<file path="src/rtl/i2c_temp_target.sv">
// I2C target that serves a two-byte temperature reading and accepts writes.
// Ports: CLK/RST (sync, active-high); scl_in/sda_in raw bus inputs;
//   sda_oe open-drain pull-down; temp_msb/temp_lsb data to serve;
//   busy while addressed; rd_done on read NACK; wr_data/wr_valid
//   for each byte received in a write transfer.
module i2c_temp_target #(
  parameter logic [6:0] DEV_ADDR = 7'h48
) (
  input  logic       CLK,
  input  logic       RST,
  input  logic       scl_in,
  input  logic       sda_in,
  output logic       sda_oe,
  input  logic [7:0] temp_msb,
  input  logic [7:0] temp_lsb,
  output logic       busy,
  output logic       rd_done,
  output logic [7:0] wr_data,
  output logic       wr_valid
);

  typedef enum logic [2:0] {
    IDLE,
    ADDR,
    ACK_ADDR,
    TX_BYTE,
    TX_ACK,
    RX_BYTE,
    RX_ACK,
    IGNORE
  } state_t;

  // Two synchronizer stages plus one history stage per bus line
  logic r_scl_s1, r_scl_s2, r_scl_d;
  logic r_sda_s1, r_sda_s2, r_sda_d;

  always_ff @(posedge CLK) begin
    if (RST) begin
      r_scl_s1 <= 1'b1;
      r_scl_s2 <= 1'b1;
      r_scl_d  <= 1'b1;
      r_sda_s1 <= 1'b1;
      r_sda_s2 <= 1'b1;
      r_sda_d  <= 1'b1;
    end else begin
      r_scl_s1 <= scl_in;
      r_scl_s2 <= r_scl_s1;
      r_scl_d  <= r_scl_s2;
      r_sda_s1 <= sda_in;
      r_sda_s2 <= r_sda_s1;
      r_sda_d  <= r_sda_s2;
    end
  end

  logic w_scl_rise, w_scl_fall;
  logic w_start, w_stop;
  logic w_sda;

  assign w_sda      = r_sda_s2;
  assign w_scl_rise = r_scl_s2 & ~r_scl_d;
  assign w_scl_fall = ~r_scl_s2 & r_scl_d;
  // SDA edges only count as START/STOP while SCL is stable high
  assign w_start = r_scl_s2 & r_scl_d & r_sda_d & ~r_sda_s2;
  assign w_stop  = r_scl_s2 & r_scl_d & ~r_sda_d & r_sda_s2;

  state_t      r_state, w_state_n;
  logic [3:0]  r_cnt, w_cnt_n;
  logic [7:0]  r_shift, w_shift_n;
  logic        r_rw, w_rw_n;
  logic [15:0] r_hold, w_hold_n;
  logic        r_sel, w_sel_n;
  logic        r_sda_oe, w_sda_oe_n;
  logic        r_busy, w_busy_n;
  logic        r_rd_done, w_rd_done_n;
  logic [7:0]  r_wr_data, w_wr_data_n;
  logic        r_wr_valid, w_wr_valid_n;

  logic [7:0]  w_tx_byte;
  logic        w_tx_bit;

  // r_sel picks which half of the snapshot is on the wire
  assign w_tx_byte = r_sel ? r_hold[7:0] : r_hold[15:8];
  // r_cnt counts bits already driven, so the next is bit 7-r_cnt
  assign w_tx_bit  = w_tx_byte[3'd7 - r_cnt[2:0]];

  always_ff @(posedge CLK) begin
    if (RST) begin
      r_state    <= IDLE;
      r_cnt      <= 4'd0;
      r_shift    <= 8'h00;
      r_rw       <= 1'b0;
      r_hold     <= 16'h0000;
      r_sel      <= 1'b0;
      r_sda_oe   <= 1'b0;
      r_busy     <= 1'b0;
      r_rd_done  <= 1'b0;
      r_wr_data  <= 8'h00;
      r_wr_valid <= 1'b0;
    end else begin
      r_state    <= w_state_n;
      r_cnt      <= w_cnt_n;
      r_shift    <= w_shift_n;
      r_rw       <= w_rw_n;
      r_hold     <= w_hold_n;
      r_sel      <= w_sel_n;
      r_sda_oe   <= w_sda_oe_n;
      r_busy     <= w_busy_n;
      r_rd_done  <= w_rd_done_n;
      r_wr_data  <= w_wr_data_n;
      r_wr_valid <= w_wr_valid_n;
    end
  end

  always_comb begin
    w_state_n    = r_state;
    w_cnt_n      = r_cnt;
    w_shift_n    = r_shift;
    w_rw_n       = r_rw;
    w_hold_n     = r_hold;
    w_sel_n      = r_sel;
    w_sda_oe_n   = r_sda_oe;
    w_busy_n     = r_busy;
    w_rd_done_n  = 1'b0;
    w_wr_data_n  = r_wr_data;
    w_wr_valid_n = 1'b0;

    if (w_stop) begin
      w_state_n  = IDLE;
      w_sda_oe_n = 1'b0;
      w_busy_n   = 1'b0;
    end else if (w_start) begin
      // Plain and repeated START both restart address reception
      w_state_n  = ADDR;
      w_cnt_n    = 4'd0;
      w_sda_oe_n = 1'b0;
      w_busy_n   = 1'b0;
    end else begin
      unique case (r_state)
        IDLE: begin
        end

        ADDR: begin
          if (w_scl_rise && r_cnt < 4'd8) begin
            w_shift_n = {r_shift[6:0], w_sda};
            w_cnt_n   = r_cnt + 4'd1;
          end else if (w_scl_fall && r_cnt == 4'd8) begin
            if (r_shift[7:1] == DEV_ADDR) begin
              w_state_n  = ACK_ADDR;
              w_sda_oe_n = 1'b1;
              w_busy_n   = 1'b1;
              w_rw_n     = r_shift[0];
              w_sel_n    = 1'b0;
              if (r_shift[0]) begin
                w_hold_n = {temp_msb, temp_lsb};
              end
            end else begin
              w_state_n = IGNORE;
            end
          end
        end

        ACK_ADDR: begin
          if (w_scl_fall) begin
            w_cnt_n = 4'd0;
            if (r_rw) begin
              // The falling edge that ends the ACK also drives bit 7
              w_state_n  = TX_BYTE;
              w_sda_oe_n = ~r_hold[15];
              w_cnt_n    = 4'd1;
            end else begin
              w_state_n  = RX_BYTE;
              w_sda_oe_n = 1'b0;
            end
          end
        end

        TX_BYTE: begin
          if (w_scl_fall) begin
            if (r_cnt == 4'd8) begin
              w_state_n  = TX_ACK;
              w_sda_oe_n = 1'b0;
            end else begin
              w_sda_oe_n = ~w_tx_bit;
              w_cnt_n    = r_cnt + 4'd1;
            end
          end
        end

        TX_ACK: begin
          if (w_scl_rise) begin
            if (!w_sda) begin
              w_state_n = TX_BYTE;
              w_sel_n   = ~r_sel;
              w_cnt_n   = 4'd0;
            end else begin
              w_state_n   = IGNORE;
              w_rd_done_n = 1'b1;
              w_busy_n    = 1'b0;
            end
          end
        end

        RX_BYTE: begin
          if (w_scl_rise && r_cnt < 4'd8) begin
            w_shift_n = {r_shift[6:0], w_sda};
            w_cnt_n   = r_cnt + 4'd1;
            if (r_cnt == 4'd7) begin
              w_wr_data_n  = {r_shift[6:0], w_sda};
              w_wr_valid_n = 1'b1;
            end
          end else if (w_scl_fall && r_cnt == 4'd8) begin
            w_state_n  = RX_ACK;
            w_sda_oe_n = 1'b1;
          end
        end

        RX_ACK: begin
          if (w_scl_fall) begin
            w_state_n  = RX_BYTE;
            w_sda_oe_n = 1'b0;
            w_cnt_n    = 4'd0;
          end
        end

        IGNORE: begin
        end
      endcase
    end
  end

  assign sda_oe   = r_sda_oe;
  assign busy     = r_busy;
  assign rd_done  = r_rd_done;
  assign wr_data  = r_wr_data;
  assign wr_valid = r_wr_valid;

endmodule
</file>
<file path="config.mk">
export PLATFORM = sky130hd
export DESIGN_NAME = i2c_temp_target
export DESIGN_NICKNAME = d
export VERILOG_FILES = /design/src/rtl/i2c_temp_target.sv
export SDC_FILE = /design/constraint.sdc
export NUM_CORES = 1
export LEC_CHECK = 0
export BUFFER_PORTS_ARGS = -buffer_cell sky130_fd_sc_hd__buf_2
export CELL_PAD_IN_SITES_DETAIL_PLACEMENT = 1
export CELL_PAD_IN_SITES_GLOBAL_PLACEMENT = 2
export CORE_UTILIZATION = 39
export CTS_BUF_LIST = sky130_fd_sc_hd__clkbuf_2 sky130_fd_sc_hd__clkbuf_4 sky130_fd_sc_hd__clkbuf_8
export DETAILED_ROUTE_END_ITERATION = 8
export GPL_ROUTABILITY_DRIVEN = 0
export PLACE_DENSITY = 0.85
export SLEW_MARGIN = 30
export SYNTH_ARGS = -nofsm -noshare
export SYNTH_HDL_FRONTEND = slang
export SYNTH_SLANG_ARGS = --single-unit
export TNS_END_PERCENT = 10
</file>
<file path="constraint.sdc">
create_clock -name CLK -period 4 [get_ports CLK]
set_clock_uncertainty 0.05 [all_clocks]
set_input_delay 0.2 -clock CLK [delete_from_list [all_inputs] [get_ports CLK]]
set_output_delay 0.2 -clock CLK [all_outputs]
set_load 0.005 [all_outputs]
</file>
==> impl_metrics.json, run 1 <==
{
  "status": "finished clean",
  "synth_area_per_cell_um2": 9.07,
  "max_freq_mhz": 411,
  "grt_pass1_vias": 1959,
  "antenna_cells": 0,
  "fin_tns_setup_ps": 0,
  "grt_max_degree": 50,
  "port_buffers": 31,
  "syn_area_um2": 2460,
  "dr.pass1.iters": 4,
  "dieArea_um2": 6630,
  "vias_per_cell": 5.45,
  "fillers": 718,
  "mostFrequentLayoutCells": "dfxtp_1, nand2_1, buf_2, nor2_1, a21oi_1",
  "drt-total-wl_mm": 5.81,
  "final_nets": 313,
  "cts_resized": 0,
  "timing.final.max_slew_violations": 0,
  "async_flop_share_pct": 0,
  "crit_type": "reg2reg",
  "swShare_pct": 21.4,
  "clockBufferDepth": 2,
  "worst_slew_pin_slew_ps": 865,
  "cts_tree": "built",
  "clkPwrFrac_pct": 41.0,
  "cts_root_buf": "clkbuf_8",
  "relSlewSlack_pct": 42.3,
  "power_frac_comb_pct": 3.6,
  "vias": 2004,
  "rsz0062_at_grt": "false",
  "hold_buffers": 0,
  "power_frac_seq_pct": 55.5,
  "chipHeight_um": 81.4,
  "cp_max_fo": 20,
  "path_clk_slew_ps": 100,
  "required_ps": 4120,
  "core_um2": 5990,
  "p_per_area_nw_per_um2": 341,
  "final_common_cell": "dfxtp_1",
  "grt_usage_pct": 19.2,
  "clock_latency_ps": 310,
  "ant_nets": 0,
  "hold_viol": 0,
  "critPathCaptureType": "flop",
  "wl_per_cell_um": 15.8,
  "syn_to_final_growth_pct": 11.0,
  "layout_min_cycle_time_ps": 2430,
  "fp.dieW_um": 81.4,
  "synthDistinctLibCells": 58,
  "drc": 0,
  "postSynthCellCount": 271,
  "grt_pass1_wl_mm": 9.72,
  "h-tree-depth": 2,
  "critical_path_arrival_ps": 2560,
  "io_pins": 32,
  "grt-ovfl-total": 0,
  "ir_drop_uv": 214,
  "dpl.hpwl_mm": 3.97,
  "setup_violations": 0,
  "synth_seq_cells": 51,
  "grt_antenna_before_repair": 0,
  "whs_ps": 20.8,
  "cap_violations": 0,
  "ys_warn_count": 0,
  "cp-start-kind": "flop",
  "fin_crit_sh_pct": 60.9,
  "p_sw_uw": 199,
  "cellLeakagePower_uw": 0.00107,
  "synth_ff_type": "dfxtp_1",
  "synth_edf_count": 0,
  "num_rows": 28,
  "intPower_uw": 731,
  "syn-num-nets": 292,
  "fin_util_pct": 45.6,
  "cts_made_buffers": 5,
  "dr.first_iter.drc_count": 70,
  "ys_seq_area_share_pct": 41.5,
  "start_util_pct": 41.0,
  "post_cts_buffers": 0,
  "cts.sinks": 51,
  "hold_path_class": "in2reg",
  "drive_above_1_share_pct": 19.1
}
==> final timing paths <==
kind | from | to | slack [ps] | cells after the start
setup / recovery | r_state[0] | wr_data[3] | 1570 | 4
hold / removal | scl_in | r_scl_s1 | 20 | 2
hold reg to reg | r_sda_s1 | r_sda_s2 | 370 | 1
setup reg to reg | r_state[0] | wr_data[3] | 1570 | 4
==> flip-flops by register name, indices dropped and copies added, names as in the netlist, 3 cells and up <==
name and count:
r_state 3, r_shift 8, wr_data 8, r_hold 16, r_cnt 4
==> area by class of cell <==
class / count / area [um^2] / share of cell area (%)
Multi-Input combinational cell: 200 / 1330 / 48.6
Sequential cell: 51 / 1020 / 37.4
Timing Repair Buffer: 31 / 155 / 5.68
Tap cell: 75 / 93.8 / 3.44
Clock buffer: 6 / 82.6 / 3.02
Clock inverter: 2 / 38.8 / 1.42
Inverter: 3 / 11.3 / 0.412
==> worst max-delay path: stages, from the launching register on <==
cell and delay (ps):
dfxtp_1 780, or4b_2 890, nor2_8 290, mux2i_1 220
nor2_1 50
==> power groups by stage <==
stage | sequential (uW) | combinational (uW) | clock, uW
6_report | 516 | 33.1 | 381
2_1_floorplan | 524 | 22.8 | 0
4_1_cts | 516 | 33.6 | 401
3_3_place_gp | 528 | 33.5 | 0
3_5_place_dp | 528 | 33.5 | 0
5_1_grt | 517 | 36.9 | 416
==> layer usage <==
layer  vias to the layer above  track usage, %  wire length [um]
li1                       1017               -                 -
met1                       941            26.8              2940
met2                        36            29.3              2590
met3                        10            3.71               163
met4                         0            6.96               111
met5                         -               0                 0
==> synthesized netlist by cell type (all sizes together), types with 2 or more instances <==
| master | number | area share, % |
|---|---|---|
| dfxtp | 51 | 42 |
| nand2 | 39 | 6.0 |
| nor2 | 26 | 4.6 |
| a21oi | 24 | 5.0 |
| mux2i | 18 | 7.3 |
| clkbuf | 11 | 1.8 |
| nand3 | 11 | 2.2 |
| nand2b | 9 | 2.3 |
| or2 | 8 | 2.0 |
| o21ai | 7 | 1.4 |
| buf | 6 | 2.2 |
| a31oi | 4 | 1.0 |
| nor3 | 4 | 0.81 |
| inv | 3 | 0.46 |
| mux4 | 3 | 3.2 |
| nor4b | 3 | 2.3 |
| nor4bb | 3 | 1.2 |
| a211oi | 2 | 0.61 |
| and3 | 2 | 0.51 |
| nand4 | 2 | 1.1 |
| nand4b | 2 | 0.71 |
| nor3b | 2 | 0.61 |
| o211a | 2 | 0.81 |
| o22ai | 2 | 0.51 |
| o311a | 2 | 0.81 |
| or4b | 2 | 0.97 |
==> stage by stage <==
| stage | cell area [um^2] | setup slack [ps] | std cells | power, uW |
|---|---|---|---|---|
| 6_report | 2730 | 1570 | 368 | 930 |
| 2_1_floorplan | 2460 | 1980 | 271 | 547 |
| 3_3_place_gp | 2610 | 1610 | 360 | 561 |
| 4_1_cts | 2730 | 1550 | 368 | 951 |
| 3_5_place_dp | 2610 | 1570 | 360 | 562 |
| 5_1_grt | 2730 | 1310 | 368 | 970 |
==> kinds of logic after synthesis <==
kind of cell,count (synthesis),synth area share (%)
compound gates,56,14.8
flops,51,41.5
simple gates,121,27.8
buf+inv,20,4.48
mux,21,10.5
fa+ha+maj,1,0.509
xor+xnor,1,0.356
Power figures use the tool's default switching activity.
==> run 2, diff against run 1 <==
Settings changed: ABC_AREA set to 1, CORE_UTILIZATION 39 to 29, PLACE_DENSITY 0.85 to 0.75.
Clock period 4 ns to 2.14 ns, I/O delays scaled along.
==> run 2 against run 1 <==
  * Fmax up 28%
  * Core utilization down 11 points
  * Area after synthesis down 0.36%
  * Largest cell class unchanged
  * Highest routed layer unchanged
==> impl_metrics.json, run 2 <==
{
  "synth.largest_area_cell": "dfxtp_1",
  "final_nets": 419,
  "synth_area_per_cell_um2": 6.71,
  "final_common_cell": "nand2_1",
  "clkPwrFrac_pct": 23.8,
  "post_cts_buffers": 0,
  "synth_edf_count": 0,
  "min_from": "temp_lsb[1]",
  "fp.dieW_um": 93.9,
  "largest_register_ffs": 16,
  "syn-num-nets": 386,
  "intPower_uw": 1790,
  "chipHeight_um": 93.9,
  "core_um2": 8180,
  "setup_violations": 0,
  "syn_to_final_growth_pct": 16.4,
  "register_area_um2": 1020,
  "timing.final.max_slew_violations": 0,
  "dieArea_um2": 8820,
  "synth_ff_type": "dfxtp_1",
  "cp-start-kind": "flop",
  "total_power_uw": 3040,
  "grt_usage_pct": 17.5,
  "worstSetupStartpoint": "r_cnt[0]",
  "start_util_pct": 30.0,
  "rsz0062_at_grt": "false",
  "dr.first_iter.drc_count": 72,
  "path_cells": "nor2_1 -> nand3_1 -> inv_2 -> nand4_4 -> o21ai_0 -> a21oi_1",
  "ir_drop_uv": 392,
  "synth_top_area_share_pct": 41.7,
  "relSlewSlack_pct": 68.2,
  "yosys-top-cells-count": "nand2_1, dfxtp_1, inv_1",
  "whs_ps": 18.0,
  "postSynthCellCount": 365,
  "syn_area_um2": 2450,
  "ys_warn_count": 0,
  "async_flop_share_pct": 0,
  "p_sw_uw": 1250,
  "hold_path_class": "in2reg",
  "clock_latency_ps": 310,
  "power_frac_comb_pct": 38.4,
  "regMostFlops": "r_hold",
  "ant_nets": 0,
  "dr.max_layer_used": "met4",
  "h-tree-depth": 2,
  "fin_tns_setup_ps": 0,
  "clockBufferDepth": 2,
  "critPathMaxStageDelay_ps": 440,
  "p_per_area_nw_per_um2": 1060,
  "dr.pass1.iters": 5,
  "grt_antenna_before_repair": 0,
  "dpl.hpwl_mm": 5.23,
  "yosysMostFrequentCell": "nand2_1",
  "cts_tree": "built",
  "fillers": 1068,
  "required_ps": 2290,
  "vias_per_cell": 4.79,
  "grt_max_degree": 37,
  "fin_crit_sh_pct": 88.9,
  "ys_seq_area_share_pct": 41.7,
  "wl_met2_mm": 3.26,
  "drc": 0,
  "synth_seq_cells": 51,
  "vias": 2415,
  "m1WireLength_mm": 3.45,
  "grt_pass1_vias": 2512,
  "io_pins": 32,
  "hold_buffers": 2,
  "multiInputGateArea_um2": 1160,
  "cts.sinks": 51,
  "cts_made_buffers": 5,
  "status": "finished clean",
  "path_clk_slew_ps": 100,
  "critical_path_arrival_ps": 2060,
  "wl_met3_um": 191,
  "final.setup.worst_slack_ps": 237,
  "wl_per_cell_um": 13.9,
  "mostFrequentLayoutCells": "nand2_1, dfxtp_1, inv_1, a21oi_1, nor2_1",
  "max_freq_mhz": 525,
  "cellLeakagePower_uw": 0.00135,
  "cap_violations": 0,
  "grt_pass1_wl_mm": 12.0,
  "drt-total-wl_mm": 7.01,
  "antenna_cells": 0,
  "cts_resized": 0,
  "num_rows": 33,
  "port_buffers": 31,
  "synthTopCellsByArea": "dfxtp_1, nand2_1, a21oi_1",
  "crit_path_top_delay_cell": "dfxtp_1",
  "drive_above_1_share_pct": 15.3,
  "cts_root_buf": "clkbuf_8",
  "rr_startpoint": "r_cnt[0]",
  "synthDistinctLibCells": 26,
  "cp_max_fo": 33,
  "layout_min_cycle_time_ps": 1900,
  "critPathCaptureType": "flop",
  "place_ws_ps": 248,
  "worst_slew_pin_slew_ps": 476,
  "grt-ovfl-total": 0,
  "hold_viol": 0,
  "swShare_pct": 41.2,
  "crit_type": "reg2reg",
  "power_frac_seq_pct": 37.8
}
## run 2: area by class of cell
class	instances	share of cell area [%]
Clock buffer	6	2.68
Inverter	54	7.11
Timing Repair Buffer	39	7.72
Clock inverter	2	1.36
Sequential cell	51	35.8
Tap cell	105	4.61
Multi-Input combinational cell	247	40.7
## run 2: final timing paths
path | to | slack, ps | depth (start not counted)
worst max register to register | r_hold[7] | 240 | 6
worst min register to register | r_sda_s2 | 370 | 1
worst max-delay path | r_hold[7] | 240 | 6
worst min-delay path | r_hold[1] | 20 | 3
## run 2: worst max-delay path, delay by kind of cell, from the launching register on
kind | cells | cell delay [ps]
AND/OR/NAND/NOR | 3 | 740
flip-flops | 1 | 440
AO/OA/AOI/OAI | 2 | 420
buffers and inverters | 1 | 120
## run 2: through the flow
step                std cells  util [%]  cell area [um^2]
global route              504      34.9              2850
global placement          494      33.2              2720
finish                    504      34.9              2850
floorplan                 365         -              2450
detailed placement        494      33.2              2720
CTS                       504      34.9              2850
## run 2: kinds of logic after synthesis
kind of cell | synth area share (%)
fa+ha+maj | 0.511
buf+inv | 10.9
simple gates | 29.1
compound gates | 17.9
flops | 41.7
## run 2: metal layers
metal | track usage, % | vias to the layer above
met3 | 2.91 | 7
met1 | 22.2 | 1124
met4 | 5.13 | 0
met2 | 30.1 | 41
met5 | 0 | -
li1 | - | 1243
## run 2: power by group through the flow
stage	registers [uW]	clock network (uW)	logic, uW
after floorplan	1110	0	877
after global placement	1160	0	1150
after detailed placement	1170	0	1170
after CTS	1150	746	1180
after global routing	1160	771	1360
final	1150	723	1170
